==> src/rtl/ps2_hex_entry_ctrl.sv <==
// ps2_hex_entry_ctrl
//  Turns PS/2 scan-code bytes into AES operands. A small decoder FSM strips
//  break (F0) and extended (E0) sequences so that only key presses become make
//  events. Make events build a hex string in entry_buf. Enter commits that
//  string first as the key and then as the plaintext. The block then starts
//  the AES core and waits for it to finish. After a run it returns to
//  plaintext entry and keeps the key.
//
// Ports
//  clock        system clock
//  reset        synchronous, active-high
//  key_data     scan code byte from the PS/2 interface
//  key_valid    one-cycle strobe qualifying key_data
//  aes_ready    AES core idle and able to accept a start
//  aes_done     one-cycle pulse, AES result valid
//  aes_start    one-cycle launch pulse to the AES core
//  key_out      committed key
//  text_out     committed plaintext
//  entry_buf    digits being typed, newest digit in [3:0]
//  digit_count  number of digits held in entry_buf
//  phase        0 enter key, 1 enter text, 2 launch, 3 run
//  entry_err    one-cycle pulse when a command is rejected
module ps2_hex_entry_ctrl #(
    parameter int         NIBBLES    = 32,
    parameter logic [7:0] BREAK_CODE = 8'hF0,
    parameter logic [7:0] EXT_CODE   = 8'hE0
) (
    input  logic                   clock,
    input  logic                   reset,
    input  logic [7:0]             key_data,
    input  logic                   key_valid,
    input  logic                   aes_ready,
    input  logic                   aes_done,
    output logic                   aes_start,
    output logic [4*NIBBLES-1:0]   key_out,
    output logic [4*NIBBLES-1:0]   text_out,
    output logic [4*NIBBLES-1:0]   entry_buf,
    output logic [5:0]             digit_count,
    output logic [1:0]             phase,
    output logic                   entry_err
);

    localparam int         W          = 4 * NIBBLES;
    localparam logic [5:0] FULL_COUNT = 6'(NIBBLES);

    typedef enum logic [1:0] {
        D_MAKE  = 2'd0,
        D_EXT   = 2'd1,
        D_BREAK = 2'd2
    } dec_state_t;

    typedef enum logic [1:0] {
        ENTER_KEY  = 2'd0,
        ENTER_TEXT = 2'd1,
        LAUNCH     = 2'd2,
        RUN        = 2'd3
    } phase_t;

    dec_state_t   dec_q, dec_n;
    phase_t       phase_q, phase_n;
    logic [W-1:0] key_n, text_n, buf_n;
    logic [5:0]   count_n;
    logic         start_n, err_n;

    logic         is_digit, is_enter, is_bksp, is_esc;
    logic [3:0]   nib;
    logic         make_event;

    assign phase = phase_q;

    // Scan code map for keys that carry a meaning. All other codes are ignored.
    always_comb begin
        is_digit = 1'b0;
        is_enter = 1'b0;
        is_bksp  = 1'b0;
        is_esc   = 1'b0;
        nib      = 4'h0;
        case (key_data)
            8'h45: begin is_digit = 1'b1; nib = 4'h0; end
            8'h16: begin is_digit = 1'b1; nib = 4'h1; end
            8'h1E: begin is_digit = 1'b1; nib = 4'h2; end
            8'h26: begin is_digit = 1'b1; nib = 4'h3; end
            8'h25: begin is_digit = 1'b1; nib = 4'h4; end
            8'h2E: begin is_digit = 1'b1; nib = 4'h5; end
            8'h36: begin is_digit = 1'b1; nib = 4'h6; end
            8'h3D: begin is_digit = 1'b1; nib = 4'h7; end
            8'h3E: begin is_digit = 1'b1; nib = 4'h8; end
            8'h46: begin is_digit = 1'b1; nib = 4'h9; end
            8'h1C: begin is_digit = 1'b1; nib = 4'hA; end
            8'h32: begin is_digit = 1'b1; nib = 4'hB; end
            8'h21: begin is_digit = 1'b1; nib = 4'hC; end
            8'h23: begin is_digit = 1'b1; nib = 4'hD; end
            8'h24: begin is_digit = 1'b1; nib = 4'hE; end
            8'h2B: begin is_digit = 1'b1; nib = 4'hF; end
            8'h5A: is_enter = 1'b1;
            8'h66: is_bksp  = 1'b1;
            8'h76: is_esc   = 1'b1;
            default: ;
        endcase
    end

    // A byte is a key press only when no prefix is pending and the byte is
    // not itself a prefix.
    assign make_event = key_valid && (dec_q == D_MAKE) &&
                        (key_data != BREAK_CODE) && (key_data != EXT_CODE);

    // Decoder next state. It advances in every phase, so prefixes received
    // while AES is running are still tracked.
    always_comb begin
        dec_n = dec_q;
        if (key_valid) begin
            case (dec_q)
                D_MAKE: begin
                    if (key_data == BREAK_CODE)
                        dec_n = D_BREAK;
                    else if (key_data == EXT_CODE)
                        dec_n = D_EXT;
                end
                D_EXT: begin
                    if (key_data == BREAK_CODE)
                        dec_n = D_BREAK;
                    else
                        dec_n = D_MAKE;
                end
                default: dec_n = D_MAKE;
            endcase
        end
    end

    // Phase sequencing and entry editing. Every output is computed here and
    // registered below.
    always_comb begin
        phase_n = phase_q;
        key_n   = key_out;
        text_n  = text_out;
        buf_n   = entry_buf;
        count_n = digit_count;
        start_n = 1'b0;
        err_n   = 1'b0;
        case (phase_q)
            ENTER_KEY, ENTER_TEXT: begin
                if (make_event) begin
                    if (is_digit) begin
                        if (digit_count < FULL_COUNT) begin
                            buf_n   = {entry_buf[W-5:0], nib};
                            count_n = digit_count + 6'd1;
                        end else begin
                            err_n = 1'b1;
                        end
                    end else if (is_bksp) begin
                        if (digit_count != 6'd0) begin
                            buf_n   = entry_buf >> 4;
                            count_n = digit_count - 6'd1;
                        end else begin
                            err_n = 1'b1;
                        end
                    end else if (is_esc) begin
                        // A second Esc on an empty plaintext backs out to key entry.
                        buf_n   = '0;
                        count_n = 6'd0;
                        if (phase_q == ENTER_TEXT && digit_count == 6'd0)
                            phase_n = ENTER_KEY;
                    end else if (is_enter) begin
                        if (digit_count != FULL_COUNT) begin
                            err_n = 1'b1;
                        end else begin
                            buf_n   = '0;
                            count_n = 6'd0;
                            if (phase_q == ENTER_KEY) begin
                                key_n   = entry_buf;
                                phase_n = ENTER_TEXT;
                            end else begin
                                text_n  = entry_buf;
                                phase_n = LAUNCH;
                            end
                        end
                    end
                end
            end
            LAUNCH: begin
                if (aes_ready) begin
                    start_n = 1'b1;
                    phase_n = RUN;
                end
            end
            default: begin
                if (aes_done)
                    phase_n = ENTER_TEXT;
            end
        endcase
    end

    always_ff @(posedge clock) begin
        if (reset) begin
            dec_q       <= D_MAKE;
            phase_q     <= ENTER_KEY;
            key_out     <= '0;
            text_out    <= '0;
            entry_buf   <= '0;
            digit_count <= 6'd0;
            aes_start   <= 1'b0;
            entry_err   <= 1'b0;
        end else begin
            dec_q       <= dec_n;
            phase_q     <= phase_n;
            key_out     <= key_n;
            text_out    <= text_n;
            entry_buf   <= buf_n;
            digit_count <= count_n;
            aes_start   <= start_n;
            entry_err   <= err_n;
        end
    end

endmodule

==> config.mk <==
export PLATFORM = sky130hd
export DESIGN_NAME = ps2_hex_entry_ctrl
export DESIGN_NICKNAME = d
export VERILOG_FILES = /design/src/rtl/ps2_hex_entry_ctrl.sv
export SDC_FILE = /design/constraint.sdc
export NUM_CORES = 1
export LEC_CHECK = 0
export CAP_MARGIN = 20
export CELL_PAD_IN_SITES_DETAIL_PLACEMENT = 1
export CELL_PAD_IN_SITES_GLOBAL_PLACEMENT = 1
export CORE_MARGIN = 2
export CORE_UTILIZATION = 35
export CTS_CLUSTER_DIAMETER = 60
export CTS_CLUSTER_SIZE = 25
export DETAILED_ROUTE_END_ITERATION = 10
export GPL_TIMING_DRIVEN = 0
export PLACE_DENSITY = 0.9
export SLEW_MARGIN = 20
export SYNTH_ARGS = -nofsm -noshare
export SYNTH_HDL_FRONTEND = slang
export SYNTH_SLANG_ARGS = --single-unit
==> constraint.sdc <==
create_clock -name clock -period 5.34 [get_ports clock]
set_input_delay 1.602 -clock clock [delete_from_list [all_inputs] [get_ports clock]]
set_output_delay 1.602 -clock clock [all_outputs]
set_load 0.03 [all_outputs]
==> results.md <==
Power:
- The analysis attributes to cell leakage a power of between 6 and 7 nW.
- Power spread over the standard cell area amounts to about 280 mW/mm^2.
- The worst ir drop on vdd is 0.000224 V.
- The clock network power share is 43.8%.
- The internal power component is around 0.0045 W.
- Net switching is approximately 27% of the power.
- Combinational cells account for 6.2% of the total power.
- The sequential fraction of design power is 50.0%.
- Summed over all nets, the switching power comes to around 0.0017 W.

Timing:
- Setup repair after global routing left no endpoint under its margin.
- The total negative setup slack is 0 ns.
- The final critical path takes up between 80% and 90% of the cycle.
- At the pin with the least slew margin, the transition time is about 1.1 ns.
- Between clock sinks in the finished design, the worst skew comes to approximately 0.035 ns.
- The relative max-transition margin is between 20% and 30%.
- The final hold slack is around 0.45 ns.
- The clock period could shrink to about 4.7 ns.
- The final setup violation count is 0.
- Timing would allow up to ~210 MHz.
- The max-slew violation total from the final report is 0.
- The final number of hold-violating endpoints is 0.

Clock tree:
- The CTS tree is built.
- The number of buffers on the longest clock path is 3.
- The clock slew seen by the registers of the worst setup and hold paths is roughly 0.070 ns.
- The cts-stage hold buffer count is 0.
- The maximum level of the CTS H-tree is 2.
- Buffers inserted during clock tree synthesis total 34.
- Post-CTS repair changed the size of 0 cells.
- The insertion delay of the later-clocked pin in the worst-skew pair is about 0.57 ns.
- The post-CTS repair timing setup buffer count is 0.
- The TritonCTS sink count is between 300 and 400.
- The CTS root buffer is sky130_fd_sc_hd__clkbuf_16.

Detailed routing:
- Before antenna repair, the detailed router went through 5 iterations.
- The routed design has 63,800 um of wire.
- The number of nets with antenna violations after routing is 0.
- The number of DRC violations after detailed-routing iteration 0 is around 1,100.
- In the routed layout, each cell is associated on average with a via count of around 5.5.
- The final routed DRC violation total is 0.
- The routed length per instance is 21.9 um.
- The total number of vias is 16,000.

Layout:
- The final layout contains approximately 2,300 nets.
- The area growth from synthesis to layout is 38.6%.
- The fraction of final layout cells sized beyond drive strength 1 is 10.4%.
- The number of inserted filler cells in the final layout is 5,235.
- The filler-free cell count of the finished design is 2,914.
- Cells fill between 40% and 50% of the core in the end.

Critical path:
- The critical path capture point type is a register.
- The slowest stage of the critical path belongs to the cell sky130_fd_sc_hd__clkbuf_1.
- The kind of start point of the critical path is a primary input.
- The largest single stage delay on the critical path is 0.88 ns.
- In this design, the critical path's most frequently occurring cell is sky130_fd_sc_hd__clkbuf_1.
- The critical path is of the primary input to register type.
- Walking the worst path, the cells encountered are clkdlybuf4s50_1, or3b_1, clkbuf_1, nor4_1, clkbuf_1, clkbuf_1, a22oi_1, a211oi_2.
- Counting cells, the worst reg-to-reg path comes to 10.
- Along the worst path, the maximum fanout reaches 10.
- The worst endpoint data arrival time is roughly 5.2 ns.
- The required time reported for the critical path endpoint is 5.81 ns.

Synthesis:
- A synthesized cell averages between 8 and 9 um^2.
- The gate count after technology mapping is about 1,900.
- Sorting the synthesized cells by area gives the leading types as sky130_fd_sc_hd__dfxtp_1 (51%), sky130_fd_sc_hd__nand2_1 (13%), sky130_fd_sc_hd__a21oi_1 (8.6%).
- After synthesis, the share of flip-flops with an asynchronous set or reset is 0%.
- The area of the mapped netlist is 0.0156 mm^2.
- The number of nets in the synthesized netlist is 1,871.
- In this run, synthesis inferred 0 flip-flops with an integrated enable.
- The total number of yosys warnings is 0.
- Sequential cells were found to cover 50.9% of the synthesized design area.
- The most used flip-flop cell after synthesis is sky130_fd_sc_hd__dfxtp_1.
- The synthesized design devotes to its leading area cell type just over 50% of total area.
- The largest total area in the synthesized netlist belongs to sky130_fd_sc_hd__dfxtp_1.
- The most instantiated library cell after synthesis is sky130_fd_sc_hd__nand2_1.
- Counting flops and latches in the post-synthesis netlist gives 396.
- In this run, distinct cell masters in the synthesized netlist total slightly below 60.
- The commonest cells after synthesis are sky130_fd_sc_hd__nand2_1 (529), sky130_fd_sc_hd__dfxtp_1 (396), sky130_fd_sc_hd__a21oi_1 (267).

GRT:
- The maximum number of pins on one net before global-route repair is 26.
- After global routing the overflow that remains totals 0.
- The first global-routing pass estimated ~98,000 um of wire.
- The via count of the first global-routing pass is 16,700.
- The number of antenna violations at the first check in global routing was 4.
- For this run, the total global-route usage over all layers was measured as about a quarter.

Die:
- The starting utilization of the core area is a little over a third.
- The count of pins on the block boundary is approximately 410.
- The die covers ~0.046 mm^2.
- The die outline width is between 200 and 250 um.
- The number of rows in the core area is 77.
- The placeable core region is 0.0440 mm^2.
- The die is ~210 um tall.

Placed design:
- The weighted congestion at the end of routability-driven global placement is between 0.8 and 0.9.
- The number of cells in the design after placement is 2,851.
- During placement, the flow inserted port buffers numbering a little over 400.
- The HPWL after detailed placement is between 40,000 and 50,000 um.

Hold path:
- The min-delay analysis places its worst path in the category register to register.
- The hold-critical path depth is 2.

Outcome:
- The run finished with clean final reports.

Flow run:
- The number of maximum-capacitance constraint violations is 0.
-- final timing paths --
path	from	to	slack [ns]
setup / recovery	key_data[7]	entry_buf[67]	0.61
hold / removal	text_out[85]	text_out[85]	0.45
setup reg to reg	digit_count[3]	text_out[44]	2.19
hold reg to reg	text_out[85]	text_out[85]	0.45
-- sequential cells by signal (all words and copies together) (netlist names) --
name,cells
aes_start,1
key_out,128
text_out,128
digit_count,6
entry_err,1
phase,2
entry_buf,128
dec_q,2
-- power by group through the flow --
stage	sequential [W]	combinational, W	clock (W)
2_1_floorplan	0.00316	0.000169	0
3_3_place_gp	0.00313	0.000360	0
3_5_place_dp	0.00313	0.000376	0
4_1_cts	0.00306	0.000378	0.00273
5_1_grt	0.00307	0.000403	0.00284
6_report	0.00307	0.000377	0.00268
-- per-stage QoR --
stage	setup slack (ns)	total power [W]	area, um^2
3_5_place_dp	0.137	0.00351	20400
3_3_place_gp	0.133	0.00349	20400
4_1_cts	0.709	0.00617	21600
6_report	0.608	0.00613	21600
2_1_floorplan	1.65	0.00333	15600
5_1_grt	0.469	0.00632	21600
-- per-layer routing --
| layer | wire length [um] | vias up | GRT usage [%] |
|---|---|---|---|
| met3 | 4040 | 134 | 5.83 |
| met1 | 26300 | 8020 | 32.3 |
| met2 | 31300 | 583 | 46.2 |
| met4 | 2170 | 4 | 9.95 |
| met5 | 29 | - | 0 |
| li1 | - | 7277 | - |
-- placed cells by master, fill, tap and decap left out, types with 4 or more instances in the layout --
cell type and instances:
sky130_fd_sc_hd__a211oi_1 45, sky130_fd_sc_hd__a211oi_2 80, sky130_fd_sc_hd__a21oi_1 267, sky130_fd_sc_hd__a22o_1 5, sky130_fd_sc_hd__a22oi_1 121, sky130_fd_sc_hd__a31oi_1 4
sky130_fd_sc_hd__buf_2 76, sky130_fd_sc_hd__buf_4 12, sky130_fd_sc_hd__clkbuf_1 72, sky130_fd_sc_hd__clkbuf_16 37, sky130_fd_sc_hd__clkdlybuf4s50_1 404, sky130_fd_sc_hd__clkinv_2 4
sky130_fd_sc_hd__clkinv_4 4, sky130_fd_sc_hd__dfxtp_1 396, sky130_fd_sc_hd__inv_1 8, sky130_fd_sc_hd__inv_6 4, sky130_fd_sc_hd__nand2_1 529, sky130_fd_sc_hd__nand2b_1 6
sky130_fd_sc_hd__nand3_1 9, sky130_fd_sc_hd__nor2_1 141, sky130_fd_sc_hd__nor3_1 5, sky130_fd_sc_hd__nor4_1 6, sky130_fd_sc_hd__o21ai_0 5, sky130_fd_sc_hd__o22ai_1 4
sky130_fd_sc_hd__or3_1 4, sky130_fd_sc_hd__xor2_1 4
-- logic make-up after synthesis --
kind of cell / after synthesis / share of synthesized area (%)
fa+ha+maj: 3 / 0.241
flops: 396 / 50.9
buf+inv: 175 / 5.12
compound gates: 556 / 25.2
xor+xnor: 4 / 0.225
mux: 2 / 0.137
simple gates: 719 / 18.2
-- worst max-delay path: cells and delay by family --
family,cells,cell delay (ns)
buffers and inverters,4,2.09
and+or+nand+nor,2,1.09
AOI/OAI and AO/OA,2,0.41
-- layout make-up --
type / instances / area (um^2) / area share [%]
clock inverter: 24 / 280 / 1.30
multi-input combinational: 1284 / 6850 / 31.7
antenna: 1 / 2.50 / 0.0116
inverter: 9 / 33.8 / 0.156
timing repair buffer: 404 / 4040 / 18.7
sequential: 396 / 7930 / 36.7
clock buffer: 38 / 940 / 4.35
buffer: 166 / 767 / 3.55
tap: 592 / 741 / 3.43
Note: power is estimated with default switching activity, not from simulation.
